$ cat src/rtl/if_fetch_unit.sv
//------------------------------------------------------------------------------
// Module     : if_fetch_unit
// Description: Instruction-fetch stage. Owns the PC, addresses a combinational
//              instruction memory, registers the returned instruction with its
//              PC for decode over a valid/ready handshake, accepts redirects
//              and counts delivered instructions.
//              Optional feature macro: IF_HALT_ON_BREAK_EN (halt on MIPS break).
// Revision   : 1.0 - initial release
//------------------------------------------------------------------------------
`default_nettype none

`ifndef ADDR_LEN
`define ADDR_LEN 32
`endif
`ifndef INSTR_LEN
`define INSTR_LEN 32
`endif

module if_fetch_unit #(
  parameter logic [`ADDR_LEN-1:0] RESET_PC = '0,
  parameter int                   CNT_W    = 32
) (
  input  logic                  clk,
  input  logic                  rst_n,
  input  logic                  fetch_en,
  output logic [`ADDR_LEN-1:0]  imem_addr,
  input  logic [`INSTR_LEN-1:0] imem_inst,
  input  logic                  redirect_valid,
  input  logic [`ADDR_LEN-1:0]  redirect_target,
  output logic                  out_valid,
  input  logic                  out_ready,
  output logic [`INSTR_LEN-1:0] out_inst,
  output logic [`ADDR_LEN-1:0]  out_pc,
  output logic                  misalign_err,
  output logic [CNT_W-1:0]      fetch_count,
  output logic [1:0]            state_o
);

  localparam int unsigned        c_AW      = `ADDR_LEN;
  localparam int unsigned        c_IW      = `INSTR_LEN;
  localparam logic [c_AW-1:0]    c_PC_STEP = c_AW'(4);

  typedef enum logic [1:0] {
    S_IDLE = 2'd0,
    S_RUN  = 2'd1,
    S_HALT = 2'd2
  } state_t;

  state_t            state_q, state_d;
  logic [c_AW-1:0]   pc_q, pc_d;
  logic              out_valid_q, out_valid_d;
  logic [c_IW-1:0]   out_inst_q, out_inst_d;
  logic [c_AW-1:0]   out_pc_q, out_pc_d;
  logic              misalign_q, misalign_d;
  logic [CNT_W-1:0]  count_q, count_d;

  logic              w_load;
  logic              w_xfer;

  // The output register can take a new word when empty or being drained.
  assign w_load = !out_valid_q || out_ready;
  assign w_xfer = out_valid_q && out_ready;

`ifdef IF_HALT_ON_BREAK_EN
  logic w_is_break;
  // MIPS break: SPECIAL opcode with funct 0x0D; code field is ignored.
  assign w_is_break = (imem_inst[31:26] == 6'b000000) && (imem_inst[5:0] == 6'b001101);
`endif

  // Next-state logic: redirect has priority over capture, stall and halt.
  always_comb begin
    state_d     = state_q;
    pc_d        = pc_q;
    out_valid_d = out_valid_q;
    out_inst_d  = out_inst_q;
    out_pc_d    = out_pc_q;

    if (redirect_valid) begin
      pc_d        = {redirect_target[c_AW-1:2], 2'b00};
      out_valid_d = 1'b0;
      if (state_q == S_HALT) begin
        state_d = S_RUN;
      end
    end else begin
      case (state_q)
        S_IDLE: begin
          if (fetch_en) begin
            state_d = S_RUN;
          end
        end
        S_RUN: begin
          if (w_load) begin
            out_inst_d  = imem_inst;
            out_pc_d    = pc_q;
            out_valid_d = 1'b1;
            pc_d        = pc_q + c_PC_STEP;
`ifdef IF_HALT_ON_BREAK_EN
            if (w_is_break) begin
              pc_d    = pc_q;
              state_d = S_HALT;
            end
`endif
          end
        end
        S_HALT: begin
`ifdef IF_HALT_ON_BREAK_EN
          // The break word is still delivered; once taken, nothing more is offered.
          if (w_xfer) begin
            out_valid_d = 1'b0;
          end
`else
          state_d = S_IDLE;
`endif
        end
        default: begin
          state_d = S_IDLE;
        end
      endcase
    end
  end

  // Sticky misalignment flag and delivered-instruction counter.
  always_comb begin
    misalign_d = misalign_q;
    count_d    = count_q;
    if (redirect_valid && (redirect_target[1:0] != 2'b00)) begin
      misalign_d = 1'b1;
    end
    if (w_xfer) begin
      count_d = count_q + {{(CNT_W-1){1'b0}}, 1'b1};
    end
  end

  // State registers with asynchronous active-low reset.
  always_ff @(posedge clk or negedge rst_n) begin
    if (!rst_n) begin
      state_q     <= S_IDLE;
      pc_q        <= RESET_PC;
      out_valid_q <= 1'b0;
      out_inst_q  <= '0;
      out_pc_q    <= '0;
      misalign_q  <= 1'b0;
      count_q     <= '0;
    end else begin
      state_q     <= state_d;
      pc_q        <= pc_d;
      out_valid_q <= out_valid_d;
      out_inst_q  <= out_inst_d;
      out_pc_q    <= out_pc_d;
      misalign_q  <= misalign_d;
      count_q     <= count_d;
    end
  end

  assign imem_addr    = pc_q;
  assign out_valid    = out_valid_q;
  assign out_inst     = out_inst_q;
  assign out_pc       = out_pc_q;
  assign misalign_err = misalign_q;
  assign fetch_count  = count_q;
  assign state_o      = state_q;

endmodule

`default_nettype wire

$ cat config.mk
export PLATFORM = sky130hd
export DESIGN_NAME = if_fetch_unit
export DESIGN_NICKNAME = d
export VERILOG_FILES = /design/src/rtl/if_fetch_unit.sv
export SDC_FILE = /design/constraint.sdc
export NUM_CORES = 1
export LEC_CHECK = 0
export ABC_AREA = 1
export CAP_MARGIN = 20
export CORE_UTILIZATION = 40
export CTS_BUF_LIST = sky130_fd_sc_hd__clkbuf_4 sky130_fd_sc_hd__clkbuf_8 sky130_fd_sc_hd__clkbuf_16
export DETAILED_ROUTE_END_ITERATION = 7
export GPL_ROUTABILITY_DRIVEN = 1
export PLACE_DENSITY_LB_ADDON = 0.3
export SYNTH_ARGS = -nofsm -noshare
export SYNTH_HDL_FRONTEND = slang
export SYNTH_SLANG_ARGS = --single-unit
$ cat constraint.sdc
create_clock -name clk -period 3.8 [get_ports clk]
set_input_delay 0.57 -clock clk [delete_from_list [all_inputs] [get_ports clk]]
set_output_delay 0.57 -clock clk [all_outputs]
set_load 0.05 [all_outputs]
# ---- Word-level counts from Yosys, hierarchy flattened
# Cells that the tools add are included.
dict set report totals {
  regBits 132
}
dict set report classes {
  n_bitwise 1
  n_eq_ne 5
  reduce_logical 11
  addsub 2
  muxes 10
}
# operator count
set op_table {}
lappend op_table {{32-bit two-way mux} 3}
lappend op_table {{32-bit by 1-bit adder with 32-bit output, second input constant} 1}
lappend op_table {{32-bit by 3-bit adder with 32-bit output, second input constant} 1}
lappend op_table {{2-bit two-way mux} 3}
lappend op_table {{3-bit AND reduction} 2}
lappend op_table {{2-bit nonzero test} 3}
lappend op_table {{2-bit one-hot mux with 2 select lines} 1}
lappend op_table {{1-bit two-way mux} 3}
lappend op_table {{3-bit != test, second input constant} 1}
lappend op_table {{2-bit by 1-bit equality test with 1-bit output, second input constant} 1}
lappend op_table {{2-bit equality test, second input constant} 1}
lappend op_table {{1-bit logical AND} 2}
lappend op_table {{2-bit logical NOT} 1}
lappend op_table {{2-bit by 1-bit != test with 1-bit output, second input constant} 1}
lappend op_table {{2-bit != test, second input constant} 1}
lappend op_table {{2-bit AND reduction} 1}
lappend op_table {{1-bit logical NOT} 1}
lappend op_table {{1-bit logical OR} 1}
lappend op_table {{1-bit NOT} 1}

# ---- Logic depth before layout (Yosys ltp)
# Gate-level depths: netlist of the first run.
dict set report logic_depth {
  depth_word 5
  mapped_depth 11
  ltp_nobuf 11
}

# ---- Least setup slack after synthesis of the first run
# Ideal clock, no wire load.
dict set report synth_path {
  kind {register to register}
  startpoint {reg count_q[0], in the netlist fetch_count[0]}
  endpoint {reg count_q[18], in the netlist fetch_count[18]}
  arrival_ns 1.726
  setup_ns 0.113
  synth_period_minus_slack_ns 1.840
  path_buffers 0
  stages_incl_launch_ff 11
  slack_ns 1.960
  cell_sequence {dfrtp_1 ha_1 inv_1 nor2_8 nand2_4 nor2_4 nand2_4 nor2_8 nand3b_1 nand2_1 inv_1}
}
dict set report synth_between {
  elab_chain_len 1
}
# element line_no
set synth_lines {}
lappend synth_lines {{start: declaration} 55} ;# logic [CNT_W-1:0] count_q, count_d;
lappend synth_lines {{start signal: assignment} 151} ;# count_q <= count_d;
lappend synth_lines {{32-bit by 1-bit adder with 32-bit output} 130} ;# count_d = count_q + {{(CNT_W-1){1'b0}}, 1'b1};
# Every way passes these cells.
# A chain may end at the register's enable or synchronous reset.

# ---- Worst setup path after layout of the first run
dict set report layout_path {
  startpoint {in redirect_valid}
  endpoint {reg pc_q[23], in the netlist imem_addr[23]}
}
dict set report layout_between {
  elab_chain_len 2
}
# element line_no
set layout_lines {}
lappend layout_lines {{start: declaration} 28} ;# input logic redirect_valid,
lappend layout_lines {{2-bit nonzero test (no line)} -}
lappend layout_lines {{2-bit AND reduction (no line)} -}
lappend layout_lines {{end signal: assignment} 146} ;# pc_q <= pc_d;
lappend layout_lines {{end: declaration} 50} ;# logic [c_AW-1:0] pc_q, pc_d;
# Several ways; a longest one is shown, not always the timed one.

==> flow_summary.toml, run 1 <==
[outcome]
status = "finished, final reports clean"

[die]
start_util_pct = 41.1
coreArea_um2 = 15900
die-area_um2 = 16800
num_rows = 46
fp.dieW_um = 130
pin_count = 201
die_h_um = 130

[routing]
drt-pass1-iter-count = 5
drtAntennaViolNets = 0
routed_wl_um = 18500
drt_iter0_drc = 491
dr_total_vias = 6228
viasPerCell = 4.83
post_drt_wl_per_cell_um = 14.3
drc = 0

[timing]
fmax_ghz = 0.421
setup_ws_ps = 1420
hold_ws_ps = 229
finalSetupViolCount = 0
hold_viol_final = 0
setup_tns_ps = 0
worstMarginPinSlew_ps = 838
final.setup_skew_ps = 9.44
maxSlewViolCount = 0
fin_crit_ps = 2380
period_share_pct = 62.6
relSlewSlack_pct = 44.1
grt_setup_unrepaired = "no"

[setup_path]
arrival_ps = 2700
cp.required_ps = 4120
endpoint_kind = "flop"
rr_worst_depth = 8
path_max_fanout = 25
worstSetupPathType = "input port to flop"
start_kind = "input port"
r2r_slack_ps = 1780

[final_layout]
multi_input_area_um2 = 2960
fillers = 1454
post_layout_nonfiller_instances = 1290
seq_area_um2 = 3180
syn2layout_area_growth_pct = 43.0
fin_nets = 1131
layout-drive-gt1-share_pct = 6.43
design_area_um2 = 9330
final_util_pct = 58.8

[synthesis]
synthesis.area_um2 = 6530
yosysWarnings = 0
synth_top_area_share_pct = 48.7
syn_area_per_cell_um2 = 7.55
synth_cells = 864
synth-seq-cells = 127
yosysSeqAreaShare_pct = 48.7
ys_top_cells_by_area = "dfrtp_1 49%, nand2_1 20%, nor2_1 5.8%"
yosys.area.top_type = "dfrtp_1"
synth_cell_types = 34

[clock_tree]
cts_max_path_buffers = 2
clkLatencyLatePin_ps = 420
cts_setup_buffers = 0
cts_tree = "yes"
clk_pin_slew_ps = 60
cts_made_buffers = 17
clockRootBuffer = "clkbuf_16"
hold_buffers = 0
cts_resized = 0
clock_sinks = 127
htreeDepth = 4

[place]
dp_cells = 1257
place.gp.congestion = 0.901
hpwl_um = 13300
portBuffers = 195
pre_cts_slack_ps = 1040
place_area_um2 = 8670

[power_and_ir_drop]
power.density_nw_per_um2 = 523
ir_worst_vdd_uv = 345
p_leak_nw = 4.35
p_total_mw = 4.88

[grt]
antenna_found_initial = 1
grt_pass1_vias = 5865
grt_use_total_pct = 23.0
grt_pass1_wl_um = 29900
globalRouteOverflowTotal = 0
grt_max_degree = 92

[min_path]
hp-class = "input port to asynchronous set/reset pin"

[job]
max_cap_violations = 0
-- registers in the layout, summed over array words and instances (netlist names) --
register / flops
out_inst: 32
misalign_err: 1
out_pc: 30
fetch_count: 32
imem_addr: 30
state_o: 1
out_valid: 1
-- cell type report --
class	instances	area share, %
diodes	1	0.0268
clock buffers	19	4.79
clock inverters	13	2.28
inverters	71	2.86
multi-input cells	642	31.7
flip-flops and latches	127	34.1
well taps	216	2.90
repair buffers	201	21.4
-- worst paths after layout --
kind                                       start                        end
max                               redirect_valid  imem_addr[23]$_DFFE_PN0P_
min                                        rst_n   out_inst[31]$_DFFE_PN0P_
max reg2reg                out_valid$_DFFE_PN0P_  imem_addr[23]$_DFFE_PN0P_
min reg2reg                out_pc[9]$_DFFE_PN0P_      out_pc[9]$_DFFE_PN0P_
max in group asynchronous                  rst_n     out_pc[17]$_DFFE_PN0P_
min in group clk           out_pc[9]$_DFFE_PN0P_      out_pc[9]$_DFFE_PN0P_
-- worst max-delay path, cell delays in order --
cell and delay (ps):
clkdlybuf4s50_1 510, buf_4 330, inv_2 60, nand2_1 480, inv_2 380, a21oi_1 210
nand2_1 70, nand2_1 50, inv_1 30
-- report_power, final --
group | switching [mW] | total, mW | leakage (nW) | internal, mW
registers | 0.161 | 1.67 | 1.57 | 1.51
logic | 0.939 | 1.39 | 2.47 | 0.451
clock network | 0.623 | 1.81 | 0.313 | 1.19
-- cells in the final DEF (no fill, tap or decap), types with 2 or more instances in the layout --
master,Yosys,routed
nand2_1,353,353
clkdlybuf4s50_1,0,194
dfrtp_1,127,127
nor2_1,101,101
inv_1,68,68
nand3_1,48,48
o21ai_0,30,30
xor2_1,18,18
clkbuf_16,0,17
nand4_1,12,12
nor2_2,10,10
nand3b_1,9,9
o211ai_1,7,7
nor2_4,6,6
xnor2_1,6,6
a21oi_1,6,6
buf_4,7,6
nand2_4,4,5
nor3_1,5,5
conb_1,1,5
bufinv_16,0,5
a31oi_1,4,4
clkinv_4,0,4
inv_2,3,3
nand2_2,4,3
clkinvlp_4,0,3
nor2_8,2,2
o21bai_1,2,2
a211oi_1,2,2
ha_1,2,2
-- Yosys cell counts --
master,instances
buf_2,9
ha_1,2
buf_1,1
nor2_4,6
o32ai_1,1
nor2_1,101
a21oi_1,6
conb_1,1
nand2_2,4
xnor2_1,6
xor2_1,18
nor3_1,5
o21ai_0,30
nor3b_4,1
o211ai_1,7
o221ai_1,1
buf_4,7
and2_1,1
dfrtp_1,127
a211oi_1,2
inv_2,3
o21bai_1,2
nor2_8,2
o2111ai_1,1
inv_1,68
nand2_4,4
nand3b_1,9
nand3_1,48
a31oi_1,4
clkbuf_1,11
nor2_2,10
o21a_1,1
nand2_1,353
nand4_1,12
-- cell families after synthesis --
kind of cell	after synthesis	synth area share [%]
fa+ha+maj	2	0.383
buf+inv	99	6.27
compound gates	55	4.93
other cells	1	0.0575
flops	127	48.7
xor+xnor	24	3.22
simple gates	556	36.4
-- routing by layer --
metal	global-route usage (%)	up-vias	wire [µm]
met5	0	-	0
met4	7.32	0	291
met3	4.92	21	1250
met2	37.9	247	8790
met1	30.3	2873	8140
li1	-	3087	-
Power figures use the tool's default switching activity.
==> inputs of run 2 (changes only) <==
- clock period: 3.8 -> 2.2 ns (I/O delays scaled with it)
==> run 2 against run 1 <==
Compared with the run above: highest routed layer unchanged; combinational power grew 74%; critical path type is now flop to primary output; sequential power grew 73%; via count is essentially flat; critical endpoint is now imem_addr[16]; largest power group is now sequential cells; worst setup slack lost 1300 ps; core utilization grew 0.19 points; die area is the same.
==> flow_summary.toml, run 2 (synthesized netlist as in run 1, its figures left out) <==
[timing]
grt_setup_unrepaired = "no"
setup_tns_ps = 0
fin_crit_ps = 2120
hold_viol_final = 0
period_share_pct = 96.2
fmax_ghz = 0.472
final.setup_skew_ps = 4.69
relSlewSlack_pct = 60.9
worstMarginPinSlew_ps = 584
maxSlewViolCount = 0
setup_ws_ps = 83.5
finalSetupViolCount = 0
hold_ws_ps = 387

[setup_path]
slowest_stage = "clkdlybuf4s50_1"
rr_worst_depth = 8
worstSetupPathType = "flop to primary output"
path_max_fanout = 6
path_delay_family = "buffers and inverters"
cp_num_buf_inv = 1
cp.required_ps = 1870
rr_startpoint = "imem_addr[2]$_DFFE_PN0P_"
start_kind = "flop"
r2r_end = "imem_addr[20]$_DFFE_PN0P_"
r2r_slack_ps = 460
endpoint_kind = "primary output"
max_stage_delay_ps = 860
path_cells = "clkdlybuf4s50_1"
path_depth = 1
arrival_ps = 1790

[routing]
dr_total_vias = 6223
drt-pass1-iter-count = 5
viasPerCell = 4.80
drc = 0
drtAntennaViolNets = 0
post_drt_wl_per_cell_um = 14.3
drt_iter0_drc = 440
routed_wl_um = 18500

[grt]
grt_pass1_wl_um = 30100
grt_pass1_vias = 6033
globalRouteOverflowTotal = 0
antenna_found_initial = 0
grt_use_total_pct = 23.6
grt_max_degree = 70

[final_layout]
layout_common_cells = "353 x nand2_1, 194 x clkdlybuf4s50_1, 127 x dfrtp_1, 101 x nor2_1, 68 x inv_1"
fin_nets = 1139
post_layout_nonfiller_instances = 1297
design_area_um2 = 9360
final_common_cell = "nand2_1"
final_util_pct = 58.9
num_antenna_cells = 0
syn2layout_area_growth_pct = 43.5
layout-drive-gt1-share_pct = 7.03

[die]
coreArea_um2 = 15900
start_util_pct = 41.1
die-area_um2 = 16800
fp.dieW_um = 130
num_rows = 46
die_h_um = 130
pin_count = 201

[place]
dp_cells = 1264
place_area_um2 = 8760
hpwl_um = 13600
pre_cts_slack_ps = 224
portBuffers = 195
place.gp.congestion = 0.901

[power_and_ir_drop]
p_leak_nw = 4.39
ir_worst_vdd_uv = 627
p_total_mw = 8.13
power.density_nw_per_um2 = 868

[outcome]
status = "finished, final reports clean"

[clock_tree]
cts_made_buffers = 17
cts_resized = 0
clkLatencyLatePin_ps = 420
cts_tree = "yes"
clock_sinks = 127
clk_pin_slew_ps = 50
htreeDepth = 4
cts_setup_buffers = 0
hold_buffers = 1
cts_max_path_buffers = 2
clockRootBuffer = "clkbuf_16"

[min_path]
hp-class = "input port to asynchronous set/reset pin"

[job]
max_cap_violations = 0
[run 2: worst max path at each step]
stage	slack (ps)	from	end
CTS	80	imem_addr[9]$_DFFE_PN0P_	imem_addr[9]
floorplan	360	fetch_count[0]$_DFFE_PN0P_	fetch_count[18]$_DFFE_PN0P_
detailed placement	220	out_ready	imem_addr[11]$_DFFE_PN0P_
global placement	220	out_ready	imem_addr[11]$_DFFE_PN0P_
global route	60	imem_addr[16]$_DFFE_PN0P_	imem_addr[16]
finish	80	imem_addr[16]$_DFFE_PN0P_	imem_addr[16]
[run 2: per-layer routing]
metal	part of all wire [%]	wire length, µm	global-route usage, %	vias up
met4	1.6	302	8.28	0
met5	0	0	0	-
met3	6.7	1240	5.29	29
met1	44	8160	30.6	2864
li1	-	-	-	3112
met2	48	8820	38.9	218
[run 2: cell type report]
type	instances	area, µm²
Inverter	71	267
Tap cell	216	270
Multi-Input combinational cell	642	2960
Sequential cell	127	3180
Timing Repair Buffer	209	2100
Clock buffer	19	447
Clock inverter	13	145
Fill cell	1501	6520
[run 2: worst reg2reg max path: stages (launching register included)]
cell      delay, ps
dfrtp_1         450
ha_1            210
nand2_1         100
nor2_4          160
nand2_4         110
nor2_2          230
nand3_1         160
nand3_1         100
o211ai_1         90
[run 2: power breakdown]
| part | internal [mW] | switching (mW) | total (mW) |
|---|---|---|---|
| Clock | 1.80 | 1.01 | 2.81 |
| Sequential | 2.61 | 0.277 | 2.89 |
| Combinational | 0.796 | 1.63 | 2.42 |
==> inputs of run 3 (changes only) <==
--- a/config.mk
+++ b/config.mk
@@ -14,2 +14,3 @@
 export PLACE_DENSITY_LB_ADDON = 0.3
+export SLEW_MARGIN = 10
 export SYNTH_ARGS = -nofsm -noshare
==> constraint.sdc (replaced) <==
create_clock -name clk -period 2.2 [get_ports clk]
set_input_delay 0.44 -clock clk [delete_from_list [all_inputs] [get_ports clk]]
set_output_delay 0.44 -clock clk [all_outputs]
set_load 0.05 [all_outputs]
==> run 3 against run 2 <==
Compared with the run above: the run now ends with hold timing left; core utilization grew 0.60 points; wire length grew 1.2%; global-route usage shrank 0.21 points; via count grew 0.84%; clock power grew 9.3%; flip-flop and latch count is the same; largest cell class unchanged; register-to-register slack gained 40 ps; cell area grew 1.0%; worst setup slack lost 46 ps; sequential power is essentially flat.
==> flow_summary.toml, run 3 (synthesized netlist as in run 1, its figures left out) <==
[routing]
drt_iter0_drc = 530
wl_met1_um = 8260
post_drt_wl_per_cell_um = 14.4
dr_wl_met3_um = 1250
dr_total_vias = 6275
drt-pass1-iter-count = 4
routed.top_layer = "met4"
route.met2.wl_um = 8940
viasPerCell = 4.83
routed_wl_um = 18700
drtAntennaViolNets = 0
drc = 0

[clock_tree]
clock_sinks = 127
clkLatencyLatePin_ps = 420
clk_pin_slew_ps = 60
hold_buffers = 0
clockRootBuffer = "clkbuf_16"
cts_made_buffers = 17
cts_max_path_buffers = 2
cts_setup_buffers = 0
htreeDepth = 4
cts_tree = "yes"
cts_resized = 2

[power_and_ir_drop]
ir_worst_vdd_uv = 630
power_switching_mw = 2.94
power_frac_comb_pct = 28.9
power.density_nw_per_um2 = 887
p_leak_nw = 4.55
netSwitchingFraction_pct = 35.1
pwr-share-clk_pct = 36.5
p_seq_share_pct = 34.5
p_int_mw = 5.45
p_total_mw = 8.39

[final_layout]
fin_nets = 1142
num_antenna_cells = 0
post_layout_nonfiller_instances = 1300
layout-drive-gt1-share_pct = 7.56
fillers = 1428
syn2layout_area_growth_pct = 44.9
layout_common_cells = "353 x nand2_1, 181 x clkdlybuf4s50_1, 127 x dfrtp_1, 101 x nor2_1, 68 x inv_1"
final_common_cell = "nand2_1"

[die]
pin_count = 201
die-area_um2 = 16800
coreArea_um2 = 15900
num_rows = 46
fp.dieW_um = 130
start_util_pct = 41.1
die_h_um = 130

[setup_path]
arrival_ps = 1720
worstSetupPathType = "flop to primary output"
path_delay_family = "buffers and inverters"
slowest_stage = "clkdlybuf4s50_1"
path_max_fanout = 5
endpoint_kind = "primary output"
max_stage_delay_ps = 840
cp.required_ps = 1760
path_cells = "clkdlybuf4s50_1"
start_kind = "flop"
cp_num_buf_inv = 1

[place]
hpwl_um = 13900
dp_cells = 1268
portBuffers = 195
place.gp.congestion = 0.924

[grt]
antenna_found_initial = 0
globalRouteOverflowTotal = 0
grt_max_degree = 59
grt_pass1_vias = 5969
grt_pass1_wl_um = 30200
grt_use_total_pct = 23.4

[timing]
finalSetupViolCount = 0
grt_setup_unrepaired = "no"
worstMarginPinSlew_ps = 573
hold_ws_ps = -5.28
relSlewSlack_pct = 61.7
fin_crit_ps = 2160
maxSlewViolCount = 0
hold_viol_final = 8
fmax_ghz = 0.462
period_share_pct = 98.3
setup_tns_ps = 0
final.setup_skew_ps = 5.45

[min_path]
hp-class = "input port to asynchronous set/reset pin"

[outcome]
violations = "hold timing"
status = "finished with violations"

[job]
max_cap_violations = 0
[run 3: cell count changes in the layout (fill, tap and decap cells not counted)]
cell and delta:
clkdlybuf4s50_1 -13, dlymetal6s2s_1 +9, buf_4 +5, bufinv_16 +2, dlygate4sd2_1 +2, buf_12 +1
clkinv_2 -1, clkinvlp_4 -1, dlygate4sd3_1 -1
[run 3: area by class of cell]
cell class | instances | area, µm² | share of cell area [%]
tap | 216 | 270 | 2.86
sequential | 127 | 3180 | 33.6
inverter | 71 | 267 | 2.82
timing repair buffer | 212 | 2150 | 22.7
clock inverter | 13 | 193 | 2.04
clock buffer | 19 | 447 | 4.72
multi-input combinational | 642 | 2960 | 31.3
[run 3: metrics by stage]
stage	setup WS (ps)	util, %	area, µm²
after floorplan	360	-	6540
after global placement	168	55.4	8800
after detailed placement	139	55.4	8800
after CTS	8.65	59.4	9440
after global routing	1.50	59.5	9460
final	37.2	59.5	9460
[run 3: worst paths after layout]
path	start	endpoint	slack (ps)	cells after the start
max	imem_addr[29]$_DFFE_PN0P_	imem_addr[29]	40	1
min	rst_n	out_inst[8]$_DFFE_PN0P_	-5	1
max reg2reg	fetch_count[0]$_DFFE_PN0P_	fetch_count[22]$_DFFE_PN0P_	500	8
min reg2reg	misalign_err$_DFFE_PN0P_	misalign_err$_DFFE_PN0P_	470	1
max in group asynchronous	rst_n	out_pc[29]$_DFFE_PN0P_	1540	2
min in group clk	misalign_err$_DFFE_PN0P_	misalign_err$_DFFE_PN0P_	470	1
[run 3: layer usage]
metal | GRT usage, % | vias up
met1 | 30.8 | 2918
met4 | 7.46 | 0
li1 | - | 3116
met3 | 5.25 | 23
met5 | 0 | -
met2 | 38.2 | 218
[run 3: power by group through the flow]
stage	clock network [mW]	logic, mW	registers [mW]
after global placement	0	2.42	2.93
after detailed placement	0	2.44	2.93
after floorplan	0	0.546	3.85
after CTS	3.11	2.45	2.89
after global routing	3.24	2.58	2.93
final	3.07	2.43	2.90
